--- config.mk ---
export PLATFORM = sky130hd
export DESIGN_NAME = div
export DESIGN_NICKNAME = d
export VERILOG_FILES = /design/src/rtl/div.sv
export SDC_FILE = /design/constraint.sdc
export NUM_CORES = 1
export LEC_CHECK = 0
export ABC_CLOCK_PERIOD_IN_PS = 2670
export CAP_MARGIN = 10
export CORE_ASPECT_RATIO = 0.7
export CORE_MARGIN = 1
export CORE_UTILIZATION = 40
export CTS_CLUSTER_DIAMETER = 80
export DETAILED_ROUTE_END_ITERATION = 12
export DONT_BUFFER_PORTS = 1
export PLACE_DENSITY_LB_ADDON = 0.2
export SLEW_MARGIN = 10
export SYNTH_ARGS = -nofsm -noshare
export SYNTH_HDL_FRONTEND = slang
export SYNTH_SLANG_ARGS = --single-unit
--- constraint.sdc ---
create_clock -name clk -period 2.67 [get_ports clk]
set_input_delay 0.1335 -clock clk [delete_from_list [all_inputs] [get_ports clk]]
set_output_delay 0.1335 -clock clk [all_outputs]
set_load 0.01 [all_outputs]
--- src/rtl/div.sv ---
// div: iterative 32-bit divider for the EX stage (DIV / DIVU).
//
// Restoring division, one trial subtraction per clock, fixed latency:
//   nonzero divisor -> ready_o high the cycle after the 34th edge from start
//   zero divisor    -> ready_o high the cycle after the 2nd edge, result 0
//
// Ports:
//   clk           clock, rising edge
//   rst           synchronous reset, active high
//   signed_div_i  1 = signed divide, 0 = unsigned
//   opdata1_i     dividend
//   opdata2_i     divisor
//   start_i       request, held high until the result is taken
//   annul_i       cancel the in-flight divide
//   result_o      {remainder, quotient}
//   ready_o       result valid
//
// Build option: define DIV_SIGNED_EN to compile in signed support. Without
// it, signed_div_i is ignored and every divide is unsigned.
//
// state       | meaning
// DIV_FREE    | idle, waiting for start_i
// DIV_BY_ZERO | divisor was zero, result forced to 0 next edge
// DIV_ON      | 32 shift/subtract steps in progress
// DIV_END     | result valid, waiting for start_i to drop

module div (
  input  logic        clk,
  input  logic        rst,
  input  logic        signed_div_i,
  input  logic [31:0] opdata1_i,
  input  logic [31:0] opdata2_i,
  input  logic        start_i,
  input  logic        annul_i,
  output logic [63:0] result_o,
  output logic        ready_o
);

  typedef enum logic [1:0] {
    DIV_FREE    = 2'd0,
    DIV_BY_ZERO = 2'd1,
    DIV_ON      = 2'd2,
    DIV_END     = 2'd3
  } state_t;

  state_t      r_state;
  state_t      w_state_nxt;
  logic [5:0]  r_cnt;
  logic [32:0] r_rem;
  logic [31:0] r_dvd;
  logic [31:0] r_divisor;
  logic [63:0] r_result;

  logic        w_accept;
  logic        w_step;
  logic        w_finish;
  logic        w_zero_done;
  logic [31:0] w_op1_lat;
  logic [31:0] w_op2_lat;
  logic [32:0] w_rem_sh;
  logic [32:0] w_rem_diff;
  logic        w_fits;
  logic [31:0] w_quot;
  logic [31:0] w_remd;

`ifdef DIV_SIGNED_EN
  logic w_neg1;
  logic w_neg2;
  logic r_neg_q;
  logic r_neg_r;
  // rem[32] is always 0 after a step; it only exists to hold the shifted-out bit
  logic w_unused;

  assign w_unused  = r_rem[32];
  assign w_neg1    = signed_div_i & opdata1_i[31];
  assign w_neg2    = signed_div_i & opdata2_i[31];
  assign w_op1_lat = w_neg1 ? (~opdata1_i + 32'd1) : opdata1_i;
  assign w_op2_lat = w_neg2 ? (~opdata2_i + 32'd1) : opdata2_i;
  // 0x80000000 negates to itself, which gives the wrapping overflow result
  assign w_quot    = r_neg_q ? (~r_dvd + 32'd1) : r_dvd;
  assign w_remd    = r_neg_r ? (~r_rem[31:0] + 32'd1) : r_rem[31:0];

  always_ff @(posedge clk) begin
    if (rst) begin
      r_neg_q <= 1'b0;
      r_neg_r <= 1'b0;
    end else if (w_accept) begin
      r_neg_q <= w_neg1 ^ w_neg2;
      r_neg_r <= w_neg1;
    end
  end
`else
  logic w_unused;

  assign w_unused  = ^{signed_div_i, r_rem[32]};
  assign w_op1_lat = opdata1_i;
  assign w_op2_lat = opdata2_i;
  assign w_quot    = r_dvd;
  assign w_remd    = r_rem[31:0];
`endif

  // one step: shift {rem, dvd} left, trial-subtract divisor from rem
  assign w_rem_sh   = {r_rem[31:0], r_dvd[31]};
  assign w_rem_diff = w_rem_sh - {1'b0, r_divisor};
  assign w_fits     = (w_rem_sh >= {1'b0, r_divisor});

  always_ff @(posedge clk) begin
    if (rst) r_state <= DIV_FREE;
    else     r_state <= w_state_nxt;
  end

  always_comb begin
    w_state_nxt = r_state;
    w_accept    = 1'b0;
    w_step      = 1'b0;
    w_finish    = 1'b0;
    w_zero_done = 1'b0;
    unique case (r_state)
      DIV_FREE: begin
        if (start_i && !annul_i) begin
          w_accept = 1'b1;
          if (opdata2_i == 32'd0) w_state_nxt = DIV_BY_ZERO;
          else                    w_state_nxt = DIV_ON;
        end
      end
      DIV_BY_ZERO: begin
        w_zero_done = 1'b1;
        w_state_nxt = DIV_END;
      end
      DIV_ON: begin
        if (annul_i || !start_i) begin
          w_state_nxt = DIV_FREE;
        end else if (r_cnt == 6'd32) begin
          w_finish    = 1'b1;
          w_state_nxt = DIV_END;
        end else begin
          w_step = 1'b1;
        end
      end
      DIV_END: begin
        if (!start_i) w_state_nxt = DIV_FREE;
      end
      default: w_state_nxt = DIV_FREE;
    endcase
  end

  always_ff @(posedge clk) begin
    if (rst) begin
      r_cnt     <= 6'd0;
      r_rem     <= 33'd0;
      r_dvd     <= 32'd0;
      r_divisor <= 32'd0;
      r_result  <= 64'd0;
    end else begin
      if (w_accept) begin
        r_cnt     <= 6'd0;
        r_rem     <= 33'd0;
        r_dvd     <= w_op1_lat;
        r_divisor <= w_op2_lat;
      end else if (w_step) begin
        r_cnt <= r_cnt + 6'd1;
        r_rem <= w_fits ? w_rem_diff : w_rem_sh;
        r_dvd <= {r_dvd[30:0], w_fits};
      end
      if (w_finish)    r_result <= {w_remd, w_quot};
      if (w_zero_done) r_result <= 64'd0;
    end
  end

  assign result_o = r_result;
  assign ready_o  = (r_state == DIV_END);

endmodule

# == Word level (Yosys, flattened, before mapping) ==
# Index checks and enable logic that the tools add are counted.
# classes
add_sub_neg,2
n_lt_le_gt_ge,1
n_eq_ne,7
muxes,18
n_reduce_logical,10
# ops
operator,n
$mux W32,3
$ge A33 B32 Y1,1
$logic_not A32 Y1,1
$sub A32 B32 Y32,1
$mux W2,5
$mux W1,9
$pmux W2 S4,1
$add A6 B1 Y6 const B,1
$eq A6 B6 Y1 const B,1
$eq A2 B2 Y1 const B,2
$ne A2 B2 Y1 const B,2
$reduce_or A2 Y1,2
$ne A3 B3 Y1 const B,1
$reduce_and A3 Y1,1
$eq A2 B1 Y1 const B,1
$logic_not A1 Y1,2
$logic_not A2 Y1,1
$reduce_bool A2 Y1,1
$logic_and A1 B1 Y1,1
$logic_or A1 B1 Y1,1
# word_totals
reg_bits,168
input_bits,69
out_inout_bits,65
elab_cells,44

# == Longest topological paths before layout ==
# Gate-level depths: netlist (run 1).
# logic_depth
ltp_word,6
depth_mapped,12
ltp_nobuf,11

# == Worst setup path after synthesis (run 1) ==
# OpenSTA, ideal clock, no wires.
# synth_path
kind,register -> register
start,reg r_dvd[31]
end,reg r_rem[28]
setup_time_ns,0.095
arrival_time_ns,2.665
required_time_ns,2.575
path_slack_ns,-0.091
path_stages_with_launch,12
path_buffers,0
period_less_slack_ns,2.761
path_cell_list,dfxtp_1 > inv_1 > ha_1 > fa_1 > nor2b_1 > o2111ai_1 > and4_1 > o21ai_1 > a211oi_2 > o21ai_0 > mux2_2 > a221oi_1
# synth_between
elab_chain_len,2
word_cells_on_any_way,3
classes_between,1 x add/sub; 1 x order compare; 1 x mux
# synth_lines
item,line_no,source
from (decl),50,logic [31:0] r_dvd;
from (signal assigned),158,r_dvd <= w_op1_lat;
from (signal assigned),163,"r_dvd <= {r_dvd[30:0], w_fits};"
$sub A32 B32 Y32 or $ge A33 B32 Y1 (tied branches),"104, 105",
$mux W32 *,162,r_rem <= w_fits ? w_rem_diff : w_rem_sh;
to (signal assigned),162,
to (decl),49,logic [32:0] r_rem;
# Mark *: on every way between the ends. The rest lies on a longest branch, timed or not.
# A chain may end at the register's enable or synchronous reset.

# == Worst setup path after layout (run 1) ==
# layout_path
start,reg r_divisor[3]
end,reg r_rem[21]
# layout_between
elab_chain_len,2
word_cells_on_any_way,3
classes_between,1 x add/sub; 1 x order compare; 1 x mux
# layout_lines
item,line_no,source
from (decl),51,logic [31:0] r_divisor;
from (signal assigned),159,r_divisor <= w_op2_lat;
$sub A32 B32 Y32 or $ge A33 B32 Y1 (tied branches),"104, 105",
$mux W32 *,162,
# Marked as above.

==> out/results.ini, run 1 <==
[synthesis]
synthMuxAreaShare_pct=2.16
syn_inst=1111
netlist_area_um2=8420
synthAdderAreaFrac_pct=5.29
ys_seq_elements=168
avgSynthCellArea_um2=7.58
ys_seq_area_share_pct=40.0
ys_warn_count=0
synth_edf_count=0
synth_simple_gate_area_share_pct=22.2
yosysUniqueCellTypes=60
synth_top_family_by_area=simple AND/OR/NAND/NOR gates
syn-num-nets=1215
async_flop_share_pct=0
synth_xor_area_share_pct=2.50
synth_compound_area_share_pct=22.1
synthFlopType=dfxtp_1

[cts]
cts_inserted_buffers=17
cts-root-buf=clkbuf_16
cts.sinks=168
path_clk_slew_ps=60
cts.path.max_buffers=2
cts_tree=yes
insertion_delay_ps=440
cts_htree_levels=4

[timing]
timing.fmax_mhz=366
fin_crit_sh_pct=102
tightest_slew_ps=731
finalHoldViolations=0
fin_ws_ps=-59.5
relSlewSlack_pct=51.3
drv_slew=0
rsz0062_at_grt=true
final-setup-viol-count=15
fin_crit_ps=2730
fin_skew_ps=10.9

[power_and_ir_drop]
power.leakage_uw=0.00459
powerDensity_nw_per_um2=603
ir_drop_v=0.000439

[floorplan]
design.die.area_um2=21600
fp.dieW_um=175
initial_utilization_pct=41.6
fp.dieH_um=123
core_area_um2=20200
boundaryPins=134
rows=43

[grt]
grt-ovfl-total=0
grt_max_degree=69
grt_pass1_wl_mm=41.5
antenna_found_initial=0
grt_pass1_vias=7793
grt_use_total_pct=24.7

[cells_and_area]
num_antenna_cells=0
drive_gt1_share_pct=18.8
finish.instance_area_um2=11500
fin_util_pct=56.9
syn_to_final_growth_pct=36.8
nNetsFinal=1375

[drt]
wire_per_inst_um=17.4
ant_nets=0
vias_per_cell=5.44
via_count=8449
initialDrtViolationCount=851
dr.pass1.iters=6
drc=0
totalWireLength_mm=27.0

[critical_path]
worst_path_max_delay_cell=or4_1
cp_common_cell=or4_1
rrSetupSlack_ps=-60
worstSetupEndpointType=flop
critPathRequiredTime_ps=3030
slowest_delay_ps=530
crit_chain=inv_2 > ha_4 > nand4_1 > or4_1 > or4_1 > o211ai_2 > a211oi_4 > buf_12 > a31oi_1 > o211ai_1 > a21oi_1
start_kind=flop
cp.arrival_ps=3080
path_delay_family=simple AND/OR/NAND/NOR gates
worst-path-buf-inv=2
crit_type=flop to flop
crit_fanout=14

[placement]
io_buffers=0
dp_hpwl_mm=17.6
gp_congestion=0.917
place_area_um2=9290

[flow_run]
maxCapViolCount=0

[run_status]
status=finished, violations left
violations=setup timing

[min_path]
hold_path.class=primary input to flop

-- per-stage QoR --
stage	hold WS, ps	worst slack (ps)	power, uW	TNS (ps)	cells
6_report	24.2	-59.5	6950	-357	1554
5_1_grt	15.1	-142	7220	-1810	1554
4_1_cts	1.44	-82.8	6700	-187	1536
3_5_place_dp	212	-108	3740	-673	1405
3_3_place_gp	212	-49.7	3730	-196	1405
2_1_floorplan	269	10.8	3420	0	1111
-- where the power goes --
group / switching [uW] / total, uW / internal, uW
logic: 748 / 1550 / 800
clock network: 1100 / 2770 / 1670
registers: 50.7 / 2620 / 2570
-- path summary, 6_finish.rpt --
check,from,endpoint,depth (start not counted)
max,r_divisor[3]$_SDFFE_PP0P_,r_rem[21]$_SDFFE_PP0P_,11
min,rst,r_dvd[31]$_SDFFE_PP0P_,2
max reg2reg,r_divisor[3]$_SDFFE_PP0P_,r_rem[21]$_SDFFE_PP0P_,11
min reg2reg,r_dvd[20]$_SDFFE_PP0P_,result_o[20]$_SDFFE_PP0P_,2
-- worst reg2reg max path, cell delays in order (launching register included) --
cell and delay [ps]:
dfxtp_2 340, inv_2 50, ha_4 260, nand4_1 160, or4_1 530, or4_1 430, o211ai_2 110, a211oi_4 80
buf_12 170, a31oi_1 190, o211ai_1 130, a21oi_1 190
-- metal layers --
layer | part of all wire, % | GRT usage (%) | vias up
met5 | 0 | 0 | -
met4 | 0.96 | 6.52 | 0
met3 | 6.7 | 6.06 | 23
met2 | 43 | 37.2 | 276
met1 | 49 | 34.9 | 3986
li1 | - | - | 4164
-- layout make-up --
type,instances,area [um^2]
Clock buffer,18,429
Clock inverter,14,220
Fill cell,1898,8710
Inverter,45,169
Multi-Input combinational cell,822,4940
Sequential cell,168,3380
Tap cell,270,338
Timing Repair Buffer,217,2050
-- cells by family (layout without fill, tap and decap cells) --
kind of cell,count (synthesis),after routing
AO/OA/AOI/OAI,299,299
XOR/XNOR,24,24
buffers and inverters,121,294
multiplexers,18,18
adder cells (fa/ha/maj),35,35
flip-flops,168,168
AND/OR/NAND/NOR,446,446
-- flip-flops by register name, indices dropped and copies added, names as in the netlist --
name,count
r_cnt,6
r_divisor,32
r_dvd,32
r_rem,32
r_state,2
result_o,64
-- cell usage in the layout (no fill, tap or decap), drive strengths merged, types with 4 or more instances in the layout --
master / instances
a211oi: 19
a21boi: 4
a21o: 17
a21oi: 154
a311oi: 35
a31oi: 5
a32oi: 4
and3: 5
and4: 4
buf: 121
bufinv: 5
clkbuf: 19
clkinv: 5
dfxtp: 168
dlygate4sd3: 95
ha: 34
inv: 48
mux2i: 17
nand2: 281
nand2b: 5
nand3: 11
nand4: 9
nor2: 85
nor2b: 7
nor3: 16
nor4: 10
o211ai: 8
o21ai: 33
or3: 4
xnor2: 16
xor2: 8
-- what timing repair did --
action | 4_1_cts | 5_1_grt
endpoints found under the setup margin | 18 | 63
resized for setup | 27 | 70
setup buffers | 3 | 15
hold endpoints to repair | 66 | 0
hold buffers | 96 | 0
cloned | 0 | 3
pin swaps | 6 | 22
-- synthesized netlist by cell type, types with 3 or more instances --
master      n  share of area, %
mux2i_1    17               2.0
a311oi_1   35               3.6
nand4_1     9              0.67
nand2b_1    5              0.37
nor4_1     10              0.74
o21a_1      3              0.27
nand2_1   281                13
inv_1      45               2.0
a21boi_0    4              0.36
buf_2       8              0.48
xnor2_1    16               1.7
ha_1       34               5.1
a211oi_1   17               1.5
nor2b_1     7              0.52
o21ai_0    30               1.8
o21bai_1    3              0.27
a21o_1     17               1.5
a31oi_1     5              0.37
and2_1      3              0.22
a21oi_1   154               9.2
nor2_1     84               3.7
a32oi_1     4              0.42
or3_1       4              0.30
and4_1      4              0.42
dfxtp_1   168                40
and3_1      5              0.37
xor2_1      8              0.83
clkbuf_1   62               2.8
o211ai_1    7              0.62
nand3_1    11              0.65
nor3_1     16              0.95
(Power assumes the default switching activity.)
==> inputs of run 2 (changes only) <==
==> constraint.sdc (replaced) <==
create_clock -name clk -period 2.67 [get_ports clk]
set_input_delay 0.4005 -clock clk [delete_from_list [all_inputs] [get_ports clk]]
set_output_delay 0.4005 -clock clk [all_outputs]
set_load 0.01 [all_outputs]
==> run 2 against run 1 <==
  * The run still ends with setup timing left
  * Highest routed layer unchanged
  * Clock-buffer cell count grew 1
  * Register-to-register slack barely moved
  * Global-route usage decreased by 1.2 points
  * Critical path type unchanged
==> out/results.ini, run 2 (synthesis gave the netlist of run 1 again) <==
[grt]
antenna_found_initial=0
grt_pass1_wl_mm=39.4
grt_use_total_pct=23.5
grt_max_degree=70
grt_pass1_vias=7255
grt-ovfl-total=0

[power_and_ir_drop]
powerDensity_nw_per_um2=615
ir_drop_v=0.000435
power_uw=6380
power.leakage_uw=0.00393

[cells_and_area]
multi_input_area_um2=4960
num_antenna_cells=0
syn_to_final_growth_pct=23.1
regArea_um2=3380
final_common_cell=nand2_1
drive_gt1_share_pct=19.4
final_cell_mix=277 x nand2_1, 157 x dfxtp_1, 147 x a21oi_1
fillers=2009
nNetsFinal=1268
fin_cells=1447
largest_register_ffs=64

[drt]
via_count=7904
initialDrtViolationCount=594
vias_per_cell=5.46
wire_per_inst_um=17.5
totalWireLength_mm=25.3
dr.pass1.iters=5
drc=0
ant_nets=0

[timing]
drv_slew=0
final-setup-viol-count=3
tightest_slew_ps=556
fin_skew_ps=10.4
fin_ws_ps=-68.3
fin_crit_sh_pct=103
finalHoldViolations=0
fin_crit_ps=2740
rsz0062_at_grt=true
timing.fmax_mhz=365
tns_ps=-78.0
relSlewSlack_pct=62.6

[cts]
cts.sinks=168
path_clk_slew_ps=70
cts_htree_levels=4
cts.path.max_buffers=2
insertion_delay_ps=450
cts_tree=yes
cts-root-buf=clkbuf_16
cts_inserted_buffers=17

[min_path]
hold_start=rst
min_path_cells=1
holdPathEnd=r_dvd[19]$_SDFFE_PP0P_
hold_path.class=primary input to flop

[critical_path]
worst_path_max_delay_cell=or4_4
crit_type=flop to flop
rr_endpoint=r_rem[24]$_SDFFE_PP0P_
slowest_delay_ps=450
worstSetupEndpointType=flop
crit_fanout=6
cp.arrival_ps=3120
critPathRequiredTime_ps=3050
rrSetupSlack_ps=-70
r2r_start=r_divisor[4]$_SDFFE_PP0P_
cp_common_cell=or4_4
reg2reg_depth=12
crit_chain=inv_1 > ha_1 > nand4_1 > or4_4 > or4_4 > o211ai_4 > a211oi_4 > buf_6 > buf_16 > a221oi_2 > o311ai_1 > a21oi_1
start_kind=flop

[floorplan]
rows=43
fp.dieH_um=123
fp.dieW_um=175
boundaryPins=134
initial_utilization_pct=41.6
core_area_um2=20200
design.die.area_um2=21600

[placement]
place_ws_ps=-132
io_buffers=0
dp.cells=1407
gp_congestion=0.886
dp_hpwl_mm=17.2

[flow_run]
maxCapViolCount=0

[run_status]
status=finished, violations left
violations=setup timing

run 2: cell count changes in the layout (fill, tap and decap cells not counted), moves of 3 or more:
cell	change
buf_12	-6
bufinv_16	-4
buf_4	-3
dlygate4sd3_1	-95
nor2_1	+4
clkinvlp_4	+3
nor2_2	-5
buf_6	-5
run 2: worst max path at each step:
| stage | end | slack (ps) | depth (start not counted) | start |
|---|---|---|---|---|
| 4_1_cts | r_rem[24]$_SDFFE_PP0P_ | -40 | 12 | r_divisor[7]$_SDFFE_PP0P_ |
| 3_5_place_dp | r_rem[21]$_SDFFE_PP0P_ | -130 | 12 | r_divisor[10]$_SDFFE_PP0P_ |
| 5_1_grt | r_rem[24]$_SDFFE_PP0P_ | -160 | 12 | r_divisor[4]$_SDFFE_PP0P_ |
| 2_1_floorplan | r_rem[28]$_SDFFE_PP0P_ | 10 | 11 | r_dvd[31]$_SDFFE_PP0P_ |
| 6_report | r_rem[24]$_SDFFE_PP0P_ | -70 | 12 | r_divisor[4]$_SDFFE_PP0P_ |
| 3_3_place_gp | r_rem[21]$_SDFFE_PP0P_ | -110 | 12 | r_divisor[3]$_SDFFE_PP0P_ |
run 2: cell type report:
| class | instances | area share (%) |
|---|---|---|
| Timing Repair Buffer | 110 | 9.19 |
| Sequential cell | 168 | 32.6 |
| Clock inverter | 13 | 1.15 |
| Tap cell | 270 | 3.26 |
| Inverter | 45 | 1.63 |
| Multi-Input combinational cell | 822 | 47.9 |
| Clock buffer | 19 | 4.28 |
run 2: routing by layer:
metal  routed length [um]  track usage [%]  vias to the layer above
met5                    0                0                        -
met4                  477             8.21                        0
met3                 1500             6.06                       32
met2                10600             33.4                      217
met1                12800             33.9                     3711
li1                     -                -                     3944
run 2: per-stage QoR:
stage               hold slack [ps]  cell area, um^2  util [%]
global route                   2.37            10400      51.2
floorplan                       436             8420         -
detailed placement              441             9290      45.9
finish                         24.4            10400      51.2
CTS                            2.29            10100      50.1
global placement                437             9290      45.9
run 2: where the power goes:
part	internal [uW]	total, uW	switching, uW
clock	1310	2420	1110
combinational	631	1330	700
sequential	2570	2620	48.5
total	4520	6380	1860
run 2: timing repair:
action	4_1_cts	5_1_grt
endpoints found under the hold margin	0	0
setup buffers	5	0
hold buffers	0	0
gates resized for setup	37	52
setup endpoints to repair	31	33
pin swaps	12	16
gates cloned	2	1
run 2: critical path, delay by kind of cell, from the launching register on:
| kind | cells | cell delay (ps) |
|---|---|---|
| buffers and inverters | 3 | 350 |
| adder cells (fa/ha/maj) | 1 | 300 |
| AND/OR/NAND/NOR | 3 | 1060 |
| flip-flops | 1 | 330 |
| AO/OA/AOI/OAI | 5 | 610 |
==> inputs of run 3 (changes only) <==
Settings changed: CORE_UTILIZATION 40 to 58.
==> run 3 against run 2 <==
  * The flow still finishes with violations (setup timing)
  * Die area fell by 31%
  * Total power rose by 2.2%
  * Clock skew rose by 0.94 ps
  * Sequential share of layout area rose by 0.11 points
  * Clock-buffer cell count did not move
  * Via count rose by 3.8%
  * Maximum frequency fell by 1.0%
  * Combinational power barely moved
  * Largest power group unchanged
  * Cell count fell by 5.3%
  * Setup slack got worse by 29 ps
  * Sequential power barely moved
==> out/results.ini, run 3 (synthesis gave the netlist of run 1 again) <==
[drt]
drc=0
via_count=8207
dr.pass1.iters=5
wire_per_inst_um=18.1
initialDrtViolationCount=698
vias_per_cell=5.99
totalWireLength_mm=24.9
m1WireLength_mm=11.4
met3_length_mm=1.85
highest_layer=met4
wl_met2_mm=11.1
ant_nets=0

[critical_path]
start_kind=flop
rr_endpoint=r_rem[15]$_SDFFE_PP0P_
crit_chain=inv_1 > ha_4 > nand3_2 > or4_4 > or4_4 > o211ai_2 > a211oi_4 > buf_6 > buf_12 > buf_6 > nor2_4 > nand2_4 > o21ai_1
worstSetupEndpointType=flop
worst-path-buf-inv=4
critPathRequiredTime_ps=3040
crit_start=r_dvd[31]$_SDFFE_PP0P_
reg2reg_depth=13
rrSetupSlack_ps=-100
crit_fanout=8
slowest_delay_ps=510
crit_type=flop to flop
path_delay_family=simple AND/OR/NAND/NOR gates
r2r_start=r_dvd[31]$_SDFFE_PP0P_
worst_path_max_delay_cell=or4_4
cp.arrival_ps=3130

[placement]
io_buffers=0
place_area_um2=9180
gp_congestion=0.945
dp_hpwl_mm=16.1

[floorplan]
fp.dieH_um=103
core_area_um2=14100
rows=36
fp.dieW_um=146
boundaryPins=134
initial_utilization_pct=59.9
design.die.area_um2=15000

[timing]
finalHoldViolations=0
fin_ws_ps=-97.4
relSlewSlack_pct=50.4
fin_crit_sh_pct=104
rsz0062_at_grt=true
timing.fmax_mhz=361
fin_crit_ps=2770
tightest_slew_ps=738
final-setup-viol-count=16
drv_slew=0
fin_skew_ps=11.3
whs_ps=38.2

[flow_run]
maxCapViolCount=0

[cts]
cts-root-buf=clkbuf_16
cts_inserted_buffers=17
cts.sinks=168
cts_tree=yes
path_clk_slew_ps=70
cts_htree_levels=4
insertion_delay_ps=430
cts.path.max_buffers=2

[min_path]
holdPathEnd=r_dvd[16]$_SDFFE_PP0P_
hold_start=rst
min_path_cells=1
hold_path.class=primary input to flop

[run_status]
status=finished, violations left
violations=setup timing

[grt]
grt_max_degree=79
grt_pass1_wl_mm=37.3
antenna_found_initial=0
grt_use_total_pct=31.5
grt_pass1_vias=7331
grt-ovfl-total=0

[cells_and_area]
final_cell_mix=278 x nand2_1, 156 x dfxtp_1, 151 x a21oi_1
drive_gt1_share_pct=19.1
fin_util_pct=73.6
final_common_cell=nand2_1
finish.instance_area_um2=10300
syn_to_final_growth_pct=22.8
largest_register_ffs=64
num_antenna_cells=0
nNetsFinal=1272
fillers=1095

[power_and_ir_drop]
ir_drop_v=0.000410
power.leakage_uw=0.00397
powerDensity_nw_per_um2=630

[run 3: metrics by stage]
| stage | setup WS (ps) | cells | power, uW | setup TNS, ps |
|---|---|---|---|---|
| after floorplan | 10.8 | 1111 | 3420 | 0 |
| after global placement | -95.0 | 1322 | 3740 | -571 |
| after detailed placement | -168 | 1322 | 3750 | -1250 |
| after CTS | -9.05 | 1361 | 6330 | -9.05 |
| after global routing | -197 | 1371 | 6740 | -3900 |
| final | -97.4 | 1371 | 6510 | -759 |
[run 3: worst max-delay path by stage]
stage / to / slack [ps] / depth (start not counted)
2_1_floorplan: r_rem[28]$_SDFFE_PP0P_ / 10 / 11
3_3_place_gp: r_rem[20]$_SDFFE_PP0P_ / -90 / 11
3_5_place_dp: r_rem[20]$_SDFFE_PP0P_ / -170 / 11
4_1_cts: r_rem[21]$_SDFFE_PP0P_ / -9 / 12
5_1_grt: r_rem[0]$_SDFFE_PP0P_ / -200 / 14
6_report: r_rem[15]$_SDFFE_PP0P_ / -100 / 13
[run 3: metal layers]
layer  global-route usage [%]  vias to the layer above
met5                        0                        -
met4                     9.86                        0
met3                     7.26                       44
met2                     48.8                      327
met1                     43.8                     3901
li1                         -                     3935
[run 3: layout make-up]
class                   count  area (um^2)  area share (%)
multi-input cells         822         4950            47.9
repair buffers            114          996            9.63
flip-flops and latches    168         3380            32.7
inverters                  45          169            1.63
clock buffers              19          443            4.28
well taps                 190          238            2.30
clock inverters            13          160            1.55
[run 3: power breakdown]
group          internal [uW]  switching [uW]  leakage (uW)
combinational            658             697       0.00232
sequential              2570            51.6       0.00137
clock                   1430            1100      0.000290
total                   4660            1850       0.00397
[run 3: timing repair]
item	in CTS	in global routing
buffers inserted	6	9
gates resized for setup	32	67
endpoints found under the setup margin	25	33
cloned	1	1
pin swaps	3	27
hold buffers	0	0
[run 3: worst register-to-register path: stages (launching register included)]
cell	delay (ps)
dfxtp_1	360
inv_1	90
ha_4	270
nand3_2	80
or4_4	510
or4_4	420
o211ai_2	100
a211oi_4	60
buf_6	140
buf_12	140
buf_6	110
nor2_4	140
nand2_4	110
o21ai_1	160
